### config.mk
export PLATFORM = sky130hd
export DESIGN_NAME = fetch_stage
export DESIGN_NICKNAME = d
export VERILOG_FILES = /design/src/rtl/fetch_stage.sv
export SDC_FILE = /design/constraint.sdc
export NUM_CORES = 1
export LEC_CHECK = 0
export ABC_AREA = 1
export CAP_MARGIN = 20
export CORE_MARGIN = 2
export CORE_UTILIZATION = 52
export CTS_CLUSTER_DIAMETER = 60
export CTS_CLUSTER_SIZE = 12
export DETAILED_ROUTE_END_ITERATION = 8
export GPL_ROUTABILITY_DRIVEN = 0
export GPL_TIMING_DRIVEN = 0
export PLACE_DENSITY = 0.87
export RECOVER_POWER = 50
export SKIP_CTS_REPAIR_TIMING = 1
export SLEW_MARGIN = 5
export SYNTH_ARGS = -nofsm -noshare
export SYNTH_HDL_FRONTEND = slang
export SYNTH_SLANG_ARGS = --single-unit
### constraint.sdc
create_clock -name clk -period 2.14 [get_ports clk]
set_input_delay 0.428 -clock clk [delete_from_list [all_inputs] [get_ports clk]]
set_output_delay 0.428 -clock clk [all_outputs]
set_load 0.01 [all_outputs]
### src/rtl/fetch_stage.sv
// Instruction fetch stage: owns the PC, issues single-word reads to a
// 1-cycle-latency instruction memory and hands instructions to decode over
// a valid/ready handshake. A one-entry skid buffer catches the response that
// is already in flight when decode stalls. Redirects flush all wrong-path state.
// A misaligned redirect target raises a sticky fault that halts fetch until reset.
module fetch_stage #(
  parameter logic [31:0] RESET_PC  = 32'h0000_0000,
  parameter logic [31:0] NOP_INSTR = 32'h0000_0013
) (
  input  logic        clk,
  input  logic        rst,
  output logic        imem_req,
  output logic [31:0] imem_addr,
  input  logic [31:0] imem_rdata,
  input  logic        redirect,
  input  logic [31:0] redirect_pc,
  input  logic        id_ready,
  output logic        id_valid,
  output logic [31:0] id_instr,
  output logic [31:0] id_pc,
  output logic [31:0] id_pc_plus4,
  output logic        fetch_fault
);

  logic [31:0] r_pc_f;
  logic        r_inflight;
  logic [31:0] r_inflight_pc;
  logic        r_out_valid;
  logic [31:0] r_out_instr;
  logic [31:0] r_out_pc;
  logic        r_skid_valid;
  logic [31:0] r_skid_instr;
  logic [31:0] r_skid_pc;
  logic        r_fault;

  logic        w_req;
  logic        w_advance;
  logic        w_misaligned;

  // Only request when the response is guaranteed a home: the skid must be
  // empty, and a stalled output with a response already in flight means that
  // response will take the skid, so nothing more may be issued.
  assign w_req = !rst && !r_fault && !redirect && !r_skid_valid &&
                 !(r_out_valid && !id_ready && r_inflight);

  // Output register may take new data when empty or being consumed.
  assign w_advance    = !r_out_valid || id_ready;
  assign w_misaligned = (redirect_pc[1:0] != 2'b00);

  assign imem_req    = w_req;
  assign imem_addr   = r_pc_f;
  assign id_valid    = r_out_valid;
  assign id_instr    = r_out_valid ? r_out_instr : NOP_INSTR;
  assign id_pc       = r_out_pc;
  assign id_pc_plus4 = r_out_pc + 32'd4;
  assign fetch_fault = r_fault;

  // PC, in-flight tracking and sticky fault flag.
  always_ff @(posedge clk) begin
    if (rst) begin
      r_pc_f        <= RESET_PC;
      r_inflight    <= 1'b0;
      r_inflight_pc <= RESET_PC;
      r_fault       <= 1'b0;
    end else if (redirect) begin
      // Any response arriving this cycle belongs to the wrong path.
      r_pc_f     <= redirect_pc;
      r_inflight <= 1'b0;
      if (w_misaligned) begin
        r_fault <= 1'b1;
      end
    end else begin
      r_inflight <= w_req;
      if (w_req) begin
        r_pc_f        <= r_pc_f + 32'd4;
        r_inflight_pc <= r_pc_f;
      end
    end
  end

  // Output register and skid buffer: skid drains first to keep program order.
  always_ff @(posedge clk) begin
    if (rst) begin
      r_out_valid  <= 1'b0;
      r_out_instr  <= NOP_INSTR;
      r_out_pc     <= 32'd0;
      r_skid_valid <= 1'b0;
      r_skid_instr <= NOP_INSTR;
      r_skid_pc    <= 32'd0;
    end else if (redirect) begin
      r_out_valid  <= 1'b0;
      r_skid_valid <= 1'b0;
    end else if (w_advance) begin
      if (r_skid_valid) begin
        r_out_valid  <= 1'b1;
        r_out_instr  <= r_skid_instr;
        r_out_pc     <= r_skid_pc;
        r_skid_valid <= 1'b0;
      end else if (r_inflight) begin
        r_out_valid <= 1'b1;
        r_out_instr <= imem_rdata;
        r_out_pc    <= r_inflight_pc;
      end else begin
        r_out_valid <= 1'b0;
      end
    end else if (r_inflight) begin
      // Stalled with a response landing: park it in the skid.
      r_skid_valid <= 1'b1;
      r_skid_instr <= imem_rdata;
      r_skid_pc    <= r_inflight_pc;
    end
  end

endmodule

==> flow_summary.ini, run 1 <==
[floorplan]
dieHeight_um = 139
floorplan.initialDensity_pct = 52.9
horiz_die_dim_um = 139
die_area_um2 = 19300
floorplan.core_area_um2 = 17900
rows = 49
io_pins = 199

[power]
net_load_switching_power_uw = 2190
p_int_uw = 5870
worst_ir_drop_vdd_v = 0.000646
comb_power_share_pct = 12.4
p_seq_share_pct = 48.8
power_frac_clock_pct = 38.8
power.switching_fraction_pct = 27.1
total_leakage_power_uw = 0.00579
power.density_cell_area_nw_per_um2 = 637

[setup_path]
worstPathMaxFanout = 4
setup.worst_path.end_class = output pin
timing.critical_path.slowest_stage_cell = sky130_fd_sc_hd__dfxtp_4
worst_path_largest_cell_delay_ps = 390
cp_data_arrival_time_ps = 2090
path_common_cell = sky130_fd_sc_hd__nand2_2
worst_ep_required_time_ps = 1710
timing.rr.start = id_valid
worstReg2RegEnd = r_inflight_pc[10]
path_cells = ha_4, nand2_4, nor3_4, nand2_2, nor2_4, nand2_2, nor2_2, xor2_1, buf_2
rr_worst_depth = 6
timing_worst_setup_path_type = flip-flop to output pin
reg2reg_slack_ps = 0
critical_path.startpoint_type = flip-flop

[yosys]
avgSynthCellArea_um2 = 6.89
yosys_register_bits = 196
syn_nets = 1445
ys_seq_area_share_pct = 41.4
synth_warnings = 0
post_synth_instance_area_um2 = 9470
yosysUniqueCellTypes = 38
synthCells = 1375

[outcome]
violations = setup timing
run_status = finished, violations left

[finish]
register_area_um2 = 3990
multi_input_comb_area_um2 = 4620
area.growth.synth_to_final_pct = 33.4
nFillCells = 1403
final_layout_size_suffix_gt1_share_pct = 11.3
fin_nets = 1683
final_core_area_utilization_pct = 70.6
antenna-diode-count = 0

[route]
remaining_drc_errors = 0
wl_per_cell_um = 16.0
routed_wirelength_mm = 29.7
via_per_inst = 5.50
initialDrtViolationCount = 907
firstDrtPassIters = 9
via_count = 10200
ant_nets = 0

[worst_hold_path]
min-delay-path-class = primary input to flip-flop
hold_path_depth = 4
min-delay-start = redirect
hold_end = imem_addr[0]

[sta]
final-max-slew-violation-count = 0
finalCritPeriodShare_pct = 118
least_margin_pin_slew_ps = 684
timing.clock.skew_ps = 9.52
setup_repair_after_global_routing_missed_its_margin = true
finalSetupViolations = 52
period_needed_ps = 2520
timing.final.ws_setup_ps = -378
slew-limit-headroom_pct = 54.0
fmax_mhz = 397
finalHoldViolations = 0
fin_worst_hold_slack_ps = 302

[clock_network]
clk_pin_slew_worst_paths_ps = 70
cts-root-to-sink-buffers = 2
numCtsBuffers = 17
cts_tree = built
clk-insertion-delay-late_ps = 450
clock_sinks = 196
cts_root_buffer = sky130_fd_sc_hd__clkbuf_16
htree_num_levels = 4

[global_routing]
grt_antenna_before_repair = 0
first_global_vias = 9133
groute.usage.overall_pct = 28.6
globalRoute.totalOverflow = 0
grt_start_max_net_pins = 19
global_route_wire_length_before_repair_mm = 45.3

[run]
drv_cap = 0

[placement]
dp_hpwl_mm = 21.4
io_buffers = 197
==> metal layers <==
metal,track usage (%),part of all wire (%)
met2,46.8,47
met4,12.3,3.8
met3,4.94,8.8
met1,37.3,41
met5,0,0
==> worst max-delay path: cells and delay by family (launching register included) <==
| kind | cells | cell delay (ps) |
|---|---|---|
| simple gates | 6 | 760 |
| flops | 1 | 390 |
| xor+xnor | 1 | 170 |
| fa+ha+maj | 1 | 160 |
| buf+inv | 1 | 160 |
==> layout by cell type, fill, tap and decap left out, drive strengths merged <==
master / count
clkdlybuf4s50: 148
o21ai: 221
o31ai: 1
nand3b: 9
dlymetal6s2s: 17
a31oi: 4
o211ai: 7
a211oi: 15
bufinv: 1
and3b: 1
a21oi: 113
xor2: 34
xnor2: 1
clkinv: 4
nand2: 247
a22oi: 2
dlygate4sd3: 8
and3: 2
nor3: 16
inv: 193
dfxtp: 196
nand4: 17
clkbuf: 87
buf: 60
or2: 4
clkinvlp: 2
nor4: 1
nand3: 51
nor2: 161
ha: 2
==> per-stage QoR <==
stage	setup WS (ps)	instances	setup TNS (ps)	cell area [um^2]	total power [uW]
6_report	-378	1854	-5890	12600	8050
5_1_grt	-442	1854	-10690	12600	8300
4_1_cts	-1060	1832	-30870	12300	8030
3_5_place_dp	-595	1801	-30450	11700	5000
3_3_place_gp	-604	1801	-23520	11700	4970
2_1_floorplan	190	1375	0	9470	4480
==> cells in the mapped netlist <==
| master | instances | share of area [%] |
|---|---|---|
| sky130_fd_sc_hd__inv_1 | 184 | 7.3 |
| sky130_fd_sc_hd__o31ai_1 | 1 | 0.079 |
| sky130_fd_sc_hd__and3b_1 | 1 | 0.092 |
| sky130_fd_sc_hd__ha_1 | 2 | 0.26 |
| sky130_fd_sc_hd__a21oi_2 | 1 | 0.092 |
| sky130_fd_sc_hd__nor3_4 | 2 | 0.34 |
| sky130_fd_sc_hd__and3_1 | 2 | 0.13 |
| sky130_fd_sc_hd__xor2_1 | 34 | 3.1 |
| sky130_fd_sc_hd__nand4_1 | 17 | 1.1 |
| sky130_fd_sc_hd__o21ai_0 | 217 | 11 |
| sky130_fd_sc_hd__a22oi_1 | 2 | 0.16 |
| sky130_fd_sc_hd__clkbuf_2 | 1 | 0.053 |
| sky130_fd_sc_hd__dfxtp_1 | 196 | 41 |
| sky130_fd_sc_hd__nand3b_1 | 9 | 0.71 |
| sky130_fd_sc_hd__nor2_1 | 143 | 5.7 |
| sky130_fd_sc_hd__nor3_2 | 1 | 0.11 |
| sky130_fd_sc_hd__nand3_1 | 47 | 2.5 |
| sky130_fd_sc_hd__nor2_4 | 5 | 0.59 |
| sky130_fd_sc_hd__nand2_2 | 4 | 0.26 |
| sky130_fd_sc_hd__buf_6 | 9 | 1.1 |
| sky130_fd_sc_hd__o211ai_1 | 7 | 0.55 |
| sky130_fd_sc_hd__a21oi_1 | 112 | 5.9 |
| sky130_fd_sc_hd__o21ai_1 | 4 | 0.21 |
| sky130_fd_sc_hd__buf_1 | 4 | 0.16 |
| sky130_fd_sc_hd__inv_2 | 3 | 0.12 |
| sky130_fd_sc_hd__nand3_2 | 4 | 0.42 |
| sky130_fd_sc_hd__buf_4 | 3 | 0.24 |
| sky130_fd_sc_hd__xnor2_1 | 1 | 0.092 |
| sky130_fd_sc_hd__or2_2 | 3 | 0.20 |
| sky130_fd_sc_hd__a31oi_1 | 4 | 0.26 |
| sky130_fd_sc_hd__nand2_1 | 243 | 9.6 |
| sky130_fd_sc_hd__buf_2 | 12 | 0.63 |
| sky130_fd_sc_hd__nor3_1 | 13 | 0.69 |
| sky130_fd_sc_hd__a211oi_1 | 15 | 1.2 |
| sky130_fd_sc_hd__nor2_2 | 13 | 0.86 |
| sky130_fd_sc_hd__or2_1 | 1 | 0.066 |
| sky130_fd_sc_hd__clkbuf_1 | 54 | 2.1 |
| sky130_fd_sc_hd__nor4_1 | 1 | 0.066 |
==> power groups by stage <==
| stage | Sequential [uW] | Clock, uW | Combinational (uW) |
|---|---|---|---|
| floorplan | 4000 | 0 | 475 |
| detailed placement | 4010 | 0 | 988 |
| finish | 3930 | 3130 | 996 |
| global placement | 4000 | 0 | 965 |
| CTS | 3930 | 3110 | 997 |
| global route | 3940 | 3270 | 1090 |
==> cells by family (layout without fill, tap and decap cells) <==
family          count (synthesis)  count (layout)  synth area share (%)
xor+xnor                       35              35                  3.24
simple gates                  509             509                  23.4
fa+ha+maj                       2               2                 0.264
compound gates                363             363                  19.9
buf+inv                       270             520                  11.7
flops                         196             196                  41.4
==> layout make-up <==
type	instances	share of cell area [%]
Clock buffer	18	3.40
Timing Repair Buffer	220	16.5
Multi-Input combinational cell	909	36.6
Tap cell	229	2.27
Buffer	82	2.98
Sequential cell	196	31.6
Inverter	187	5.59
Clock inverter	13	1.11
==> how the worst max path moves through the flow <==
stage / to / cells past startpoint / startpoint / slack, ps
4_1_cts: id_pc_plus4[26] / 6 / id_pc[3] / -1060
2_1_floorplan: id_pc_plus4[22] / 8 / id_pc[2] / 190
6_report: id_pc_plus4[22] / 9 / id_pc[2] / -380
3_5_place_dp: imem_req / 7 / rst / -590
3_3_place_gp: imem_req / 7 / rst / -600
5_1_grt: id_pc_plus4[22] / 9 / id_pc[3] / -440
==> state kept, by name, summed over array words and instances, names as in the netlist, 32 cells and up <==
register and cells:
r_skid_instr 32, r_skid_pc 32, r_inflight_pc 32, r_out_instr 32, imem_addr 32, id_pc 32
Note: power is estimated with default switching activity, not from simulation.
==> run 2, diff against run 1 <==
Settings changed: CORE_UTILIZATION 52 to 64, CTS_CLUSTER_SIZE 12 to 40, DONT_BUFFER_PORTS set to 1, PLACE_DENSITY 0.87 to 0.86.
Clock period 2.14 ns to 2.34 ns, I/O delays scaled along.
==> flow_summary.ini, run 2 (synthesized netlist as in run 1, its figures left out) <==
[clock_network]
clk-insertion-delay-late_ps = 440
cts_tree = built
clk_pin_slew_worst_paths_ps = 70
cts_root_buffer = sky130_fd_sc_hd__clkbuf_16
numCtsBuffers = 17
cts-root-to-sink-buffers = 2
clock_sinks = 196
htree_num_levels = 4

[finish]
antenna-diode-count = 0
nFillCells = 1145
area.growth.synth_to_final_pct = 11.7
final_layout_size_suffix_gt1_share_pct = 10.3
fin_nets = 1469
layout.cells.most_common = sky130_fd_sc_hd__nand2_1
mostFrequentLayoutCells = 239 x sky130_fd_sc_hd__nand2_1, 217 x sky130_fd_sc_hd__o21ai_0, 184 x sky130_fd_sc_hd__inv_1

[placement]
dp_hpwl_mm = 19.4
place_worst_setup_slack_ps = -24.3
io_buffers = 0

[setup_path]
setup.worst_path.end_class = output pin
worstPathMaxFanout = 4
critical_path.startpoint_type = flip-flop
cp_data_arrival_time_ps = 1980
timing_worst_setup_path_type = flip-flop to output pin
worst_ep_required_time_ps = 1870

[sta]
final-max-slew-violation-count = 0
period_needed_ps = 2450
finalHoldViolations = 0
finalCritPeriodShare_pct = 105
setup_repair_after_global_routing_missed_its_margin = true
least_margin_pin_slew_ps = 699
fmax_mhz = 408
timing.clock.skew_ps = 11.9
finalSetupViolations = 6
fin_worst_hold_slack_ps = 163
slew-limit-headroom_pct = 53.4
timing.final.ws_setup_ps = -113

[worst_hold_path]
min-delay-path-class = primary input to flip-flop

[global_routing]
first_global_vias = 8693
groute.usage.overall_pct = 33.0
grt_start_max_net_pins = 18
grt_antenna_before_repair = 0
globalRoute.totalOverflow = 0
global_route_wire_length_before_repair_mm = 42.8

[power]
worst_ir_drop_vdd_v = 0.000552
post-layout-total-power_uw = 7050
total_leakage_power_uw = 0.00462
power.density_cell_area_nw_per_um2 = 666

[outcome]
run_status = finished, violations left
violations = setup timing

[route]
remaining_drc_errors = 0
initialDrtViolationCount = 895
ant_nets = 0
firstDrtPassIters = 5
wl_per_cell_um = 16.7
via_count = 9262
via_per_inst = 5.80
routed_wirelength_mm = 26.7

[floorplan]
io_pins = 199
floorplan.core_area_um2 = 14500
horiz_die_dim_um = 126
rows = 44
die_area_um2 = 15800
dieHeight_um = 126
floorplan.initialDensity_pct = 65.4

[run]
drv_cap = 0
## run 2: worst paths after layout
path,start,to,slack (ps),cells after the start
setup / recovery,id_pc[2],id_pc_plus4[22],-110,8
hold reg to reg,r_out_instr[0],r_out_instr[0],470,2
setup reg to reg,id_valid,id_pc[27],320,7
hold / removal,imem_rdata[0],r_skid_instr[0],160,2
## run 2: critical path, stage by stage (launching register included)
cell	delay [ps]
sky130_fd_sc_hd__dfxtp_4	400
sky130_fd_sc_hd__ha_4	160
sky130_fd_sc_hd__nand2_4	60
sky130_fd_sc_hd__nor3_4	250
sky130_fd_sc_hd__nand2_2	140
sky130_fd_sc_hd__nor2_4	160
sky130_fd_sc_hd__nand2_4	80
sky130_fd_sc_hd__nor2_4	100
sky130_fd_sc_hd__xor2_2	190
## run 2: layout make-up
type / instances / area [um^2] / area share [%]
buffer: 82 / 397 / 3.75
multi-input combinational: 909 / 4660 / 44.1
clock buffer: 21 / 470 / 4.45
tap: 184 / 230 / 2.18
sequential: 196 / 3970 / 37.5
timing repair buffer: 6 / 52.6 / 0.497
clock inverter: 11 / 95.1 / 0.899
inverter: 187 / 702 / 6.63
## run 2: stage by stage
stage                     area [um^2]  instances  utilization, %  TNS [ps]
after floorplan                  9470       1375               -         0
after global placement           9700       1559            67.0     -14.9
after detailed placement         9700       1559            67.0     -24.3
after CTS                       10300       1591            70.9     -4490
after global routing            10600       1596            73.1      -849
final                           10600       1596            73.1      -265
## run 2: layer usage
layer / vias to the layer above / part of all wire [%] / routed length (um) / GRT usage [%]
met4: 0 / 2.4 / 644 / 13.1
met5: - / 0 / 0 / 0
li1: 4475 / - / - / -
met2: 482 / 48 / 12800 / 54.6
met3: 49 / 9.2 / 2470 / 6.50
met1: 4256 / 40 / 10800 / 42.7
## run 2: report_power, final
part	switching, uW	internal, uW	total [uW]
Clock	1340	1470	2810
Combinational	418	188	606
Sequential	169	3470	3630
Total	1920	5120	7050
==> run 3, diff against run 2 <==
Settings changed: ABC_CLOCK_PERIOD_IN_PS set to 2340, PLACE_DENSITY 0.86 to 0.79.
==> flow_summary.ini, run 3 (synthesized netlist as in run 1, its figures left out) <==
[worst_hold_path]
hold_end = r_skid_instr[1]
min-delay-path-class = primary input to flip-flop
hold_path_depth = 2
min-delay-start = imem_rdata[1]

[setup_path]
worst_ep_required_time_ps = 1870
worstReg2RegEnd = imem_addr[28]
origin_of_the_worst_setup_path = id_pc[2]
setup.worst_path.end_class = output pin
timing_worst_setup_path_type = flip-flop to output pin
cp_data_arrival_time_ps = 2020
critical_path.startpoint_type = flip-flop
timing.rr.start = imem_addr[3]
worstPathMaxFanout = 4
reg2reg_slack_ps = 380
rr_worst_depth = 10

[route]
wl_per_cell_um = 16.7
via_count = 9131
initialDrtViolationCount = 734
firstDrtPassIters = 6
via_per_inst = 5.73
ant_nets = 0
remaining_drc_errors = 0
routed_wirelength_mm = 26.7

[sta]
fin_worst_hold_slack_ps = 149
final-max-slew-violation-count = 0
finalCritPeriodShare_pct = 106
slew-limit-headroom_pct = 49.3
period_needed_ps = 2490
timing.clock.skew_ps = 8.47
setup_repair_after_global_routing_missed_its_margin = true
fmax_mhz = 402
finalSetupViolations = 6
finalHoldViolations = 0
timing.final.ws_setup_ps = -148
least_margin_pin_slew_ps = 754

[floorplan]
horiz_die_dim_um = 126
die_area_um2 = 15800
io_pins = 199
dieHeight_um = 126
floorplan.core_area_um2 = 14500
floorplan.initialDensity_pct = 65.4
rows = 44

[global_routing]
grt_start_max_net_pins = 20
grt_antenna_before_repair = 0
groute.usage.overall_pct = 32.6
globalRoute.totalOverflow = 0
global_route_wire_length_before_repair_mm = 41.7
first_global_vias = 8244

[finish]
finish.instance_area_um2 = 10600
final_core_area_utilization_pct = 73.2
final_layout_size_suffix_gt1_share_pct = 10.5
area.growth.synth_to_final_pct = 11.9
layout.cells.most_common = sky130_fd_sc_hd__nand2_1
antenna-diode-count = 0
nFillCells = 1187
mostFrequentLayoutCells = 237 x sky130_fd_sc_hd__nand2_1, 217 x sky130_fd_sc_hd__o21ai_0, 183 x sky130_fd_sc_hd__inv_1
fin_nets = 1467

[clock_network]
htree_num_levels = 4
cts_tree = built
cts_root_buffer = sky130_fd_sc_hd__clkbuf_16
numCtsBuffers = 17
cts-root-to-sink-buffers = 2
clk-insertion-delay-late_ps = 440
clock_sinks = 196
clk_pin_slew_worst_paths_ps = 80

[outcome]
violations = setup timing
run_status = finished, violations left

[placement]
io_buffers = 0
dp_hpwl_mm = 19.4
placement.cell_area_um2 = 9700

[run]
drv_cap = 0

[power]
post-layout-total-power_uw = 7250
power.density_cell_area_nw_per_um2 = 684
worst_ir_drop_vdd_v = 0.000512
total_leakage_power_uw = 0.00461
[run 3: metal layers]
metal,GRT usage (%),part of all wire [%],vias up,wire (um)
met1,43.5,42,4152,11300
li1,-,-,4470,-
met4,11.9,2.1,0,558
met3,7.22,9.3,52,2490
met2,52.1,46,457,12300
met5,0,0,-,0
[run 3: area by class of cell]
cell class                 count  area [um^2]  share of cell area [%]
clock inverter                15          184                    1.73
multi-input combinational    909         4660                    43.9
inverter                     187          702                    6.62
clock buffer                  17          425                    4.01
buffer                        82          397                    3.74
timing repair buffer           4         30.0                   0.283
tap                          184          230                    2.17
sequential                   196         3980                    37.5
[run 3: worst max path at each step]
stage	to	slack, ps	depth (start not counted)
floorplan	id_pc_plus4[22]	350	8
global placement	id_pc_plus4[22]	130	8
detailed placement	id_pc_plus4[22]	90	8
CTS	id_pc_plus4[22]	-370	8
global route	id_pc_plus4[22]	-220	8
finish	id_pc_plus4[22]	-150	8
[run 3: power breakdown]
group          internal (uW)  switching, uW  leakage, uW
Combinational            188            414      0.00270
Sequential              3460            168      0.00161
Clock                   1630           1390     0.000301
[run 3: stage by stage]
step / setup slack, ps / setup TNS [ps] / cells
2_1_floorplan: 350 / 0 / 1375
3_3_place_gp: 128 / 0 / 1559
3_5_place_dp: 94.2 / 0 / 1559
4_1_cts: -372 / -4880 / 1591
5_1_grt: -219 / -1660 / 1594
6_report: -148 / -580 / 1594
[run 3: worst max-delay path, cell delays in order (launching register included)]
cell                      delay, ps
sky130_fd_sc_hd__dfxtp_4        400
sky130_fd_sc_hd__ha_4           170
sky130_fd_sc_hd__nand2_4         70
sky130_fd_sc_hd__nor3_4         270
sky130_fd_sc_hd__nand2_2        140
sky130_fd_sc_hd__nor2_4         130
sky130_fd_sc_hd__nand2_2         90
sky130_fd_sc_hd__nor2_4         120
sky130_fd_sc_hd__xor2_2         190
